$ cat config.mk
export PLATFORM = sky130hd
export DESIGN_NAME = adc_parallel_driver
export DESIGN_NICKNAME = d
export VERILOG_FILES = /design/src/rtl/adc_parallel_driver.sv
export SDC_FILE = /design/constraint.sdc
export NUM_CORES = 1
export LEC_CHECK = 0
export ABC_CLOCK_PERIOD_IN_PS = 1800
export BUFFER_PORTS_ARGS = -buffer_cell sky130_fd_sc_hd__buf_4
export CAP_MARGIN = 20
export CELL_PAD_IN_SITES_DETAIL_PLACEMENT = 1
export CELL_PAD_IN_SITES_GLOBAL_PLACEMENT = 1
export CORE_MARGIN = 2
export CORE_UTILIZATION = 29
export CTS_CLUSTER_DIAMETER = 40
export CTS_CLUSTER_SIZE = 20
export DETAILED_ROUTE_END_ITERATION = 6
export PLACE_DENSITY = 0.74
export SLEW_MARGIN = 25
export SYNTH_ARGS = -nofsm -noshare
export SYNTH_HDL_FRONTEND = slang
export SYNTH_SLANG_ARGS = --single-unit
export TNS_END_PERCENT = 20
$ cat constraint.sdc
create_clock -name clk -period 1.8 [get_ports clk]
set_input_delay 0.27 -clock clk [delete_from_list [all_inputs] [get_ports clk]]
set_output_delay 0.27 -clock clk [all_outputs]
set_load 0.005 [all_outputs]
$ cat src/rtl/adc_parallel_driver.sv
// Hardware-mode parallel-bus sequencer for an AD7606-class simultaneous-sampling ADC:
// periodic CONVST, BUSY handshake, then a CS_N/RD_N burst streaming words out as strobes.
module adc_parallel_driver #(
  parameter int NUM_CHANNELS         = 8,
  parameter int SAMPLE_PERIOD_CYCLES = 64,
  parameter int CONVST_HIGH_CYCLES   = 2,
  parameter int RD_LOW_CYCLES        = 2,
  parameter int RD_HIGH_CYCLES       = 1,
  parameter int BUSY_TIMEOUT_CYCLES  = 16
) (
  input  logic        clk,
  input  logic        rst,
  input  logic        busy,
  input  logic [15:0] data_adc,
  output logic        read_n,
  output logic        write_n,
  output logic        chipselect_n,
  output logic        software_mode,
  output logic        serial_mode,
  output logic        standby_n,
  output logic        conv_start_a,
  output logic        conv_start_b,
  output logic        conv_start_c,
  output logic        conv_start_d,
  output logic [15:0] data_out,
  output logic        data_valid
);

  localparam int PW     = $clog2(SAMPLE_PERIOD_CYCLES);
  localparam int MAX_A  = (CONVST_HIGH_CYCLES > BUSY_TIMEOUT_CYCLES) ? CONVST_HIGH_CYCLES
                                                                      : BUSY_TIMEOUT_CYCLES;
  localparam int MAX_B  = (RD_LOW_CYCLES > RD_HIGH_CYCLES) ? RD_LOW_CYCLES : RD_HIGH_CYCLES;
  localparam int CNT_W  = $clog2(((MAX_A > MAX_B) ? MAX_A : MAX_B) + 1);
  localparam int WW     = $clog2(NUM_CHANNELS + 1);

  // state     | meaning
  // IDLE      | strobes inactive, waiting for period counter wrap
  // CONVST    | CONVST A..D high together
  // WAIT_HI   | waiting for BUSY to rise, bounded by timeout
  // WAIT_LO   | conversion running, waiting for BUSY to fall
  // READ_LO   | CS_N and RD_N low for one word
  // READ_HI   | RD_N high gap, CS_N still low
  typedef enum logic [2:0] {
    S_IDLE, S_CONVST, S_WAIT_HI, S_WAIT_LO, S_READ_LO, S_READ_HI
  } state_t;

  state_t             state_q;
  logic [PW-1:0]      period_q, period_d;
  logic [CNT_W-1:0]   cnt_q;
  logic [WW-1:0]      word_q;
  logic               conv_q, read_n_q, cs_n_q, valid_q;
  logic [15:0]        data_q;
  logic               start_req;

  always_comb begin
    period_d = period_q + PW'(1);
    if (period_q == PW'(SAMPLE_PERIOD_CYCLES - 1)) period_d = '0;
  end

  assign start_req = (period_q == '0);

  always_ff @(posedge clk or posedge rst) begin
    if (rst) period_q <= '0;
    else     period_q <= period_d;
  end

  // Capture fires on the edge entering the last low cycle; assumes RD_LOW_CYCLES >= 2.
  always_ff @(posedge clk or posedge rst) begin
    if (rst) begin
      state_q  <= S_IDLE;
      cnt_q    <= '0;
      word_q   <= '0;
      conv_q   <= 1'b0;
      read_n_q <= 1'b1;
      cs_n_q   <= 1'b1;
      data_q   <= '0;
      valid_q  <= 1'b0;
    end else begin
      valid_q <= 1'b0;
      case (state_q)
        S_IDLE: begin
          if (start_req) begin
            state_q <= S_CONVST;
            conv_q  <= 1'b1;
            cnt_q   <= '0;
          end
        end
        S_CONVST: begin
          if (cnt_q == CNT_W'(CONVST_HIGH_CYCLES - 1)) begin
            conv_q  <= 1'b0;
            cnt_q   <= '0;
            state_q <= S_WAIT_HI;
          end else begin
            cnt_q <= cnt_q + CNT_W'(1);
          end
        end
        S_WAIT_HI: begin
          if (busy) begin
            state_q <= S_WAIT_LO;
          end else if (cnt_q == CNT_W'(BUSY_TIMEOUT_CYCLES - 1)) begin
            state_q <= S_IDLE;
          end else begin
            cnt_q <= cnt_q + CNT_W'(1);
          end
        end
        S_WAIT_LO: begin
          if (!busy) begin
            state_q  <= S_READ_LO;
            cs_n_q   <= 1'b0;
            read_n_q <= 1'b0;
            word_q   <= '0;
            cnt_q    <= '0;
          end
        end
        S_READ_LO: begin
          if (cnt_q == CNT_W'(RD_LOW_CYCLES - 2)) begin
            data_q  <= data_adc;
            valid_q <= 1'b1;
          end
          if (cnt_q == CNT_W'(RD_LOW_CYCLES - 1)) begin
            read_n_q <= 1'b1;
            cnt_q    <= '0;
            word_q   <= word_q + WW'(1);
            state_q  <= S_READ_HI;
          end else begin
            cnt_q <= cnt_q + CNT_W'(1);
          end
        end
        S_READ_HI: begin
          if (cnt_q == CNT_W'(RD_HIGH_CYCLES - 1)) begin
            cnt_q <= '0;
            if (word_q < WW'(NUM_CHANNELS)) begin
              read_n_q <= 1'b0;
              state_q  <= S_READ_LO;
            end else begin
              cs_n_q  <= 1'b1;
              state_q <= S_IDLE;
            end
          end else begin
            cnt_q <= cnt_q + CNT_W'(1);
          end
        end
        default: state_q <= S_IDLE;
      endcase
    end
  end

  assign conv_start_a  = conv_q;
  assign conv_start_b  = conv_q;
  assign conv_start_c  = conv_q;
  assign conv_start_d  = conv_q;
  assign read_n        = read_n_q;
  assign chipselect_n  = cs_n_q;
  assign data_out      = data_q;
  assign data_valid    = valid_q;
  assign write_n       = 1'b1;
  assign software_mode = 1'b0;
  assign serial_mode   = 1'b0;
  assign standby_n     = 1'b1;

endmodule

# Word level (Yosys, flattened, before mapping)
# Index checks and enable logic that the tools add are counted.
# word_totals
mem_count	0
latch_bits	0
elab_cells	80
register_bits	38
mem_bits_rw	0
rom_bits	0
# op_classes
magnitude_cmp	1
mux	33
eq_ne	18
add_sub_neg	3
div	0
n_bitwise	0
n_reduce_logical	16
shift	0
n_mul	0
# op_table
operator	n
5-bit two-way mux	6
5-bit one-hot mux with 5 select lines	1
3-bit two-way mux	8
2-bit != test (second input constant)	9
3-bit one-hot mux with 6 select lines	1
1-bit two-way mux	10
5-bit AND reduction	2
4-bit two-way mux	2
4-bit one-hot mux with 2 select lines	1
6-bit by 1-bit adder with 6-bit output (second input constant)	1
3-bit by 2-bit == test with 1-bit output (second input constant)	2
3-bit == test (second input constant)	2
6-bit == test (second input constant)	1
6-bit zero test	1
6-bit two-way mux	1
3-bit AND reduction	2
6-bit AND reduction	1
2-bit nonzero test	3
5-bit by 1-bit adder with 5-bit output (second input constant)	1
5-bit by 1-bit == test with 1-bit output (second input constant)	1
5-bit by 4-bit == test with 1-bit output (second input constant)	1
5-bit zero test	1
5-bit nonzero test	1
4-bit by 1-bit adder with 4-bit output (second input constant)	1
other kinds (10)	11

# Logic depth before layout (Yosys ltp)
# Gate-level depths: netlist of the first run.
# depth
depth_word	4
ltp_mapped	8
depth_no_buf	8

# Worst setup path after synthesis of the first run
# No wires, ideal clock.
# synth_path
path_kind	flip-flop to flip-flop
start	register cnt_q[1]
end	register state_q[0]
arrival_time_ns	1.632
path_stages_with_launch	8
setup_ns	0.128
path_buffers	0
setup_slack_ns	0.041
cell_sequence	dfrtp_1 > inv_1 > ha_1 > nor4b_4 > a211o_1 > a21oi_2 > nor3_1 > mux2_1
# synth_between
elab_chain_len	3
word_cells_on_any_way	8
# synth_rtl
element	line_no	source
start: declaration	49	logic [CNT_W-1:0] cnt_q;
start signal: assignment	94	cnt_q <= cnt_q + CNT_W'(1);
start signal: assignment	103	cnt_q <= cnt_q + CNT_W'(1);
start signal: assignment	126	cnt_q <= cnt_q + CNT_W'(1);
5-bit by 4-bit == test with 1-bit output, or another cell as far along	100	end else if (cnt_q == CNT_W'(BUSY_TIMEOUT_CYCLES - 1)) begin
3-bit != test (no line) / 2-bit != test (equally long branches)	-	
6-bit AND reduction (no line) *	-	
end signal: assignment	99	state_q <= S_WAIT_LO;
end signal: assignment	101	state_q <= S_IDLE;
end signal: assignment	108	state_q <= S_READ_LO;
end: declaration	47	state_t state_q;
# Every way passes the cells marked *; elsewhere a longest branch is shown, timed or not.
# A chain may end at the register's enable or synchronous reset.

# Worst setup path after layout of the first run
# layout_path
start	register cnt_q[0]
end	register cnt_q[2]
# layout_between
elab_chain_len	4
word_cells_on_any_way	11
# layout_rtl
element	line_no	source
5-bit by 1-bit adder with 5-bit output	-	
5-bit two-way mux	100	
5-bit two-way mux	98	if (busy) begin
5-bit one-hot mux with 5 select lines	80	case (state_q)
# Several ways; a longest one is shown, not always the timed one. The select of a mux whose other input is x is not followed.

==> results, run 1 <==
- The initial antenna violation count is 0.
- The leakage dissipation is 1.28 nW.
- The maximum net fanout on the critical path is 6.
- The share of the yosys chip area belonging to registers is 49.8%.
- The final worst-path setup slack is -0.0308 ns.
- The slowest stage of the critical path belongs to the cell sky130_fd_sc_hd__dfrtp_2.
- The most numerous cell type found on the critical path is sky130_fd_sc_hd__ha_4.
- The effective utilization at floorplan is 30.1%.
- Combinational logic is responsible for 45.3% of the overall power.
- The clock transition at the registers of the reported paths is 0.08 ns.
- IR analysis of the VDD net gives a maximum drop of 566 uV.
- The proportion of layout cells with a drive suffix above 1 is 38.3%.
- The routed via count is 1,576.
- The I/O pin count is 46.
- The net count of the finished layout is 286.
- STA puts the critical path data arrival time at 2.02 ns.
- Setup repair after global routing could not meet its margin everywhere.
- The final layout contains routed wiring with a total length of 4660 um.
- Global routing used 13.1% of the available tracks across all layers.
- After detailed routing, the average wire length per cell comes to 13.8 um.
- The mean cell area of the mapped netlist is 9.34 um2.
- Counting instances in the post-synthesis netlist gives the leading cell types as sky130_fd_sc_hd__nand2_1, sky130_fd_sc_hd__dfrtp_1, sky130_fd_sc_hd__nor2_1.
- Among all flip-flop cells after synthesis, the most frequent one is sky130_fd_sc_hd__dfrtp_1.
- In this design, the stage delay of the slowest critical-path cell is 0.46 ns.
- The vertical die dimension is 85.2 um.
- The worst setup path is launched from a register.
- The deepest level of the CTS H-tree is 2.
- The HPWL after detailed placement is 3110 um.
- The total count of max-transition violations in the final report was 0.
- The number of hold violations in the final report is 0.
- During synthesis, Yosys emitted a total of 0 warnings.
- For this run, the share of the core covered by cells in the final layout is 41.5%.
- STA classifies the critical path endpoint as a register.
- The post-route fraction of the period consumed by the critical path is 102%.
- The number of buffer cells added on primary ports is 41.
- The TritonCTS clock tree is yes.
- The portion of total power attributed to sequential cells is 33.6%.
- The root buffer cell chosen for the clock tree is sky130_fd_sc_hd__clkbuf_8.
- The standard-cell row count is 29.
- The wire length of the first global-routing pass is 7620 um.
- The flow ran to the end, but the final reports show violations.
- Traced cell by cell, the critical path runs through ha_4 > and3_4 > ha_4 > a31oi_2 > o21ai_4 > o21bai_1 > a22o_1.
- In this run the standard cell core region covers 6350 um2.
- The worst endpoint required time is 1.99 ns.
- The internal portion of the total power is 0.00277 W.
- The count of final setup violators is 2.
- For this design, the CTS-stage hold fixing added 0 buffers.
- OpenSTA, run right after detailed placement, puts the worst setup slack at -0.0883 ns.
- The most common cell in the synthesized netlist is sky130_fd_sc_hd__nand2_1.
- In the post-synthesis netlist, the biggest area contributors are sky130_fd_sc_hd__dfrtp_1, sky130_fd_sc_hd__nand2_1, sky130_fd_sc_hd__ha_1.
- The total overflow left after global routing is 0.
- The largest area contributor in the netlist is sky130_fd_sc_hd__dfrtp_1.
- The repair_antennas step left the layout with diodes totalling 0.
- The shortest period the worst path allows is 1.83 ns.
- Synthesis inferred 38 register bits.
- The congestion estimate from routability-driven global placement came to 0.775.
- The number of global-route vias before repair came to 1,595.
- From synthesis to final layout, the design area changed by 37.5%.
- The number of violations reported at the end of detailed-routing iteration 0 is 46.
- The clock skew after layout is 0.00401 ns.
- The via density per instance is 4.66.
- Counting both buffers and inverters, the worst setup path holds a total of 0.
- The die footprint is 7270 um2.
- The first detailed-routing pass ran for 4 iterations.
- The remaining design rule violation count is 0.
- The clock tree buffer depth is 2.
- Measured along the x axis, the die boundary spans 85.2 um.
- The area fraction of the dominant cell type after synthesis is 47.1%.
- The family with the most delay on the worst path is compound AO/OA/AOI/OAI gates.
- The checks that failed: setup timing.
- In this run the cell area of the synthesized design comes to 1910 um2.
- Clock tree synthesis found a total of 38 sinks.
- Clock latency on the worst-skew pair, taken at its later pin, is 0.29 ns.
- The detail route stage leaves a number of antenna-violating nets equal to 0.
- The kind of path behind the tightest hold check is input pin to asynchronous set/reset pin.
- For this design the total switching power over the nets is 0.00153 W.
- Clock tree synthesis inserted a total of 5 buffers.
- Based on the critical path, the design can be clocked at up to 546 MHz.
- The critical path is of the register to register type.
- The share of synthesized flip-flops with an asynchronous set or reset is 100%.
- The total of max-cap violations is 0.
- The maximum number of pins on one net before global-route repair is 39.
- In this run switching power makes up 35.6% of total power.
- Power spread over the standard cell area amounts to 1630 nW/um2.
- In this run, synthesis inferred 0 flip-flops with an integrated enable.
- In this run, the clock network consumes 21.1% of the power.
- The number of different library cells in the post-synthesis netlist is 45.
- The number of instances in the synthesized netlist is 205.
cells by family (layout without fill, tap and decap cells):
kind of cell | count (synthesis) | count (layout) | synth area share [%]
other | 2 | 4 | 0.392
AND/OR/NAND/NOR | 100 | 100 | 25.3
buffers and inverters | 21 | 75 | 5.88
adder cells (fa/ha/maj) | 7 | 7 | 4.57
multiplexers | 4 | 4 | 2.35
AO/OA/AOI/OAI | 31 | 31 | 10.8
flip-flops | 38 | 38 | 49.8
XOR/XNOR | 2 | 2 | 0.915
what timing repair did:
action                     4_1_cts  5_1_grt
buffers inserted                 2        1
setup endpoints to repair        8       14
hold endpoints to repair         0        0
pin swaps                        3        5
gates resized for setup          8       19
power groups by stage:
stage	Clock (W)	Sequential (W)	Combinational (W)
after detailed placement	0	0.00144	0.00174
after global routing	0.000962	0.00150	0.00217
after CTS	0.000939	0.00143	0.00184
final	0.000907	0.00144	0.00194
after floorplan	0	0.00140	0.00103
after global placement	0	0.00143	0.00169
worst register-to-register path, stage by stage (launching register included):
cell                       delay (ns)
sky130_fd_sc_hd__dfrtp_2         0.46
sky130_fd_sc_hd__ha_4            0.18
sky130_fd_sc_hd__and3_4          0.15
sky130_fd_sc_hd__ha_4            0.17
sky130_fd_sc_hd__a31oi_2         0.21
sky130_fd_sc_hd__o21ai_4         0.14
sky130_fd_sc_hd__o21bai_1        0.19
sky130_fd_sc_hd__a22o_1          0.23
layer usage:
metal	track usage [%]	part of all wire [%]
met1	17.1	44
met3	2.92	3.3
met4	3.90	0.64
met5	0	0
met2	21.7	52
path summary, 6_finish.rpt:
kind | startpoint | endpoint | slack (ns) | cells after the start
max | cnt_q[0]$_DFFE_PP0P_ | cnt_q[2]$_DFFE_PP0P_ | -0.03 | 7
min | rst | data_out[9]$_DFFE_PP0P_ | 0.1 | 3
min reg2reg | chipselect_n$_DFFE_PP1P_ | chipselect_n$_DFFE_PP1P_ | 0.47 | 2
min in group clk | data_adc[5] | data_out[5]$_DFFE_PP0P_ | 0.16 | 3
max in group asynchronous | rst | cnt_q[1]$_DFFE_PP0P_ | 1.34 | 3
max reg2reg | cnt_q[0]$_DFFE_PP0P_ | cnt_q[2]$_DFFE_PP0P_ | -0.03 | 7
layout make-up:
class | count | area, um2
clock buffers | 6 | 82.6
clock inverters | 2 | 60.1
fillers | 732 | 3720
inverters | 9 | 33.8
multi-input cells | 148 | 968
flip-flops and latches | 38 | 956
well taps | 77 | 96.3
repair buffers | 58 | 435
layout by cell type (no fill, tap or decap), drive strengths merged, types with 2 or more instances in the layout:
master / n
a21oi: 9
a22o: 2
a31oi: 3
buf: 58
bufinv: 2
clkbuf: 6
conb: 4
dfrtp: 36
dfstp: 2
ha: 7
inv: 9
mux2: 4
nand2: 59
nand2b: 4
nand3: 7
nor2: 14
nor3: 6
nor4: 2
o21ai: 9
or3: 2
through the flow:
stage	cell area [um2]	TNS, ns	total power (W)	hold WS [ns]	cells
finish	2630	-0.0333	0.00430	0.0982	338
floorplan	1920	0	0.00243	0.375	207
detailed placement	2350	-0.408	0.00318	0.441	327
CTS	2540	-0.0508	0.00420	0.118	337
global route	2630	-0.497	0.00464	0.158	338
global placement	2350	0	0.00311	0.432	327
registers in the layout, indices dropped and copies added, names as in the netlist:
register      cells
data_out         16
data_valid        1
cnt_q             5
word_q            4
state_q           3
conv_start_a      1
read_n            1
chipselect_n      1
period_q          6
Power figures use the tool's default switching activity.
==> inputs of run 2 (changes only) <==
--- a/config.mk
+++ b/config.mk
@@ -12,6 +12,7 @@
 export CELL_PAD_IN_SITES_GLOBAL_PLACEMENT = 1
 export CORE_MARGIN = 2
 export CORE_UTILIZATION = 29
+export CTS_BUF_LIST = sky130_fd_sc_hd__clkbuf_16
 export CTS_CLUSTER_DIAMETER = 40
 export CTS_CLUSTER_SIZE = 20
 export DETAILED_ROUTE_END_ITERATION = 6
==> results, run 2 (synthesis results as in run 1) <==
- The worst-case headroom to the max-slew limit is 66.6%.
- The register with the most flip-flops in the layout has 16 of them.
- The initial antenna violation count was 0.
- The setup path with the least slack is of type register to register.
- The total of max-cap violations is 0.
- The number of buffer cells added on primary ports is 41.
- The length of the first detailed-routing pass in iterations is 4.
- The die covers 7270 um2.
- The final reports fail on setup timing.
- In the layout the commonest cells are sky130_fd_sc_hd__buf_4, sky130_fd_sc_hd__nand2_1, sky130_fd_sc_hd__dfrtp_1.
- Based on the critical path, the design can be clocked at up to 539 MHz.
- The congestion estimate from routability-driven global placement came to 0.775.
- The count of final setup violators is 4.
- The remaining design rule violation count is 0.
- The number of global-route vias before repair came to 1,661.
- The clock reaches the later pin of the worst-skew pair after 0.29 ns.
- The total congestion overflow after global routing is 0.
- Setup repair after global routing could not meet its margin everywhere.
- The floorplan has 29 rows.
- The total power density per cell area is 1700 nW/um2.
- The slew at the pin with the worst max-slew slack is 0.502 ns.
- The clock net in this run drives a total of 38 sinks.
- The number of violations reported at the end of detailed-routing iteration 0 is 75.
- The routed via count is 1,612.
- The number of antenna diodes in the final layout is 0.
- The kind of path behind the tightest hold check is input pin to asynchronous set/reset pin.
- The flow ran to the end, but the final reports show violations.
- The maximum net fanout on the critical path is 6.
- The cell family contributing the most delay on the critical path is compound AO/OA/AOI/OAI gates.
- The total count of max-transition violations in the final report is 0.
- The wire length of the first global-routing pass is 7940 um.
- From bottom edge to top edge, the die measures 85.2 um.
- The worst endpoint required time is 1.98 ns.
- The maximum VDD drop is 565 uV.
- The deepest level of the CTS H-tree is 2.
- The number of hold violations in the final report is 0.
- Summed over all cells, the static leakage comes to 1.30 nW.
- After filler insertion, the fill cell instance count of the layout stands at 729.
- The number of buffers created by CTS is 5.
- The shortest period the worst path allows is 1.86 ns.
- The arrival time of data at the critical path endpoint is 2.03 ns.
- Setup total negative slack on the finished layout was measured at -0.144 ns.
- The critical path endpoint category is a register.
- In the final layout, the share of cells above drive strength 1 is 38.8%.
- The region available for standard cell placement spans 6350 um2.
- Entering global routing, the biggest net connects 39 pins.
- The signal on the critical path passes through buf_4 > ha_2 > and3_4 > ha_4 > a31oi_4 > o21ai_4 > o21bai_1 > a22o_1.
- In this run the count of I/O pins placed on the die edge is 46.
- The clock passes through at most 2 buffers.
- For this run, the slowest stage of the critical path takes 0.40 ns.
- The number of buffers and inverters on the critical path is 1.
- Dividing the final minimum period by the clock period gives 103%.
- The master cell of the clock root buffer is sky130_fd_sc_hd__clkbuf_16.
- In the final routed layout, each cell accounts on average for 14.2 um.
- The largest individual stage delay along the critical path comes from the cell sky130_fd_sc_hd__dfrtp_1.
- The number of nets in the layout is 288.
- The TritonCTS clock tree is yes.
- The global-route usage over all layers is 13.9%.
- The final worst-path setup slack is -0.0561 ns.
- The area added between synthesis and finish is 41.6%.
- The end-of-flow core utilization is 42.7%.
- The chip width is 85.2 um.
- The HPWL after detailed placement is 3110 um.
- After clock tree synthesis, the clock-pin slew on the worst setup and hold paths is 0.06 ns.
- The clock skew after layout is 0.00476 ns.
- The critical path launch point type is a register.
- After detailed routing, the total wire length is 4830 um.
- The cell area after placement is 2350 um2.
- Leaving out fill and tap cells, the most frequent cell in the layout is sky130_fd_sc_hd__buf_4.
- After routing the design area is 2710 um2.
- The post-route antenna net violation count is 0.
- Once the floorplan was initialized, standard cells occupied 30.1% of the core.
- Dividing the detail-routed via count by the number of cells gives 4.74.
## run 2: cell types whose count changed in the layout (fill, tap and decap cells not counted), sizes merged
cell,delta
clkbuf,-1
clkinv,+1
buf,+2
## run 2: area by class of cell
type,count,area (um2),share of cell area [%]
Inverter,9,33.8,1.25
Timing Repair Buffer,60,450,16.6
Multi-Input combinational cell,148,986,36.4
Clock inverter,3,63.8,2.35
Clock buffer,5,125,4.61
Tap cell,77,96.3,3.55
Sequential cell,38,956,35.3
## run 2: metal layers
metal	part of all wire, %	track usage [%]	vias to the layer above
met4	1.7	6.06	0
li1	-	-	786
met1	43	17.1	793
met5	0	0	-
met3	3.4	2.92	6
met2	52	23.4	27
## run 2: path summary, 6_finish.rpt
check | start | end | slack, ns | cells past startpoint
max | cnt_q[1]$_DFFE_PP0P_ | cnt_q[2]$_DFFE_PP0P_ | -0.06 | 8
min | rst | data_out[9]$_DFFE_PP0P_ | 0.10 | 3
max reg2reg | cnt_q[1]$_DFFE_PP0P_ | cnt_q[2]$_DFFE_PP0P_ | -0.06 | 8
min reg2reg | chipselect_n$_DFFE_PP1P_ | chipselect_n$_DFFE_PP1P_ | 0.47 | 2
max in group asynchronous | rst | state_q[1]$_DFFE_PP0P_ | 1.32 | 3
min in group clk | data_adc[5] | data_out[5]$_DFFE_PP0P_ | 0.17 | 3
## run 2: worst register-to-register path: cells and delay by family (launching register included)
kind	cells	cell delay [ns]
DFF	1	0.40
and+or+nand+nor	1	0.16
AOI/OAI and AO/OA	4	0.68
buffers and inverters	1	0.15
adders and majority gates	2	0.35
## run 2: power breakdown
| group | switching [W] | internal [W] |
|---|---|---|
| Sequential | 0.000263 | 0.00118 |
| Combinational | 0.000980 | 0.00103 |
| Clock | 0.000359 | 0.000789 |
| Total | 0.00160 | 0.00300 |
## run 2: repair_timing
action                     CTS  global route
cloned                       0             0
pin swaps                    6             6
setup buffers                2             3
setup endpoints to repair    8            25
resized for setup           22             7
hold buffers                 0             0
## run 2: stage by stage
stage | instances | setup slack (ns) | hold WS [ns] | power, W
floorplan | 207 | 0.0408 | 0.375 | 0.00243
global placement | 327 | 0.00454 | 0.432 | 0.00311
detailed placement | 327 | -0.0883 | 0.441 | 0.00318
CTS | 337 | -0.0156 | 0.133 | 0.00456
global route | 340 | -0.148 | 0.174 | 0.00493
finish | 340 | -0.0561 | 0.104 | 0.00460
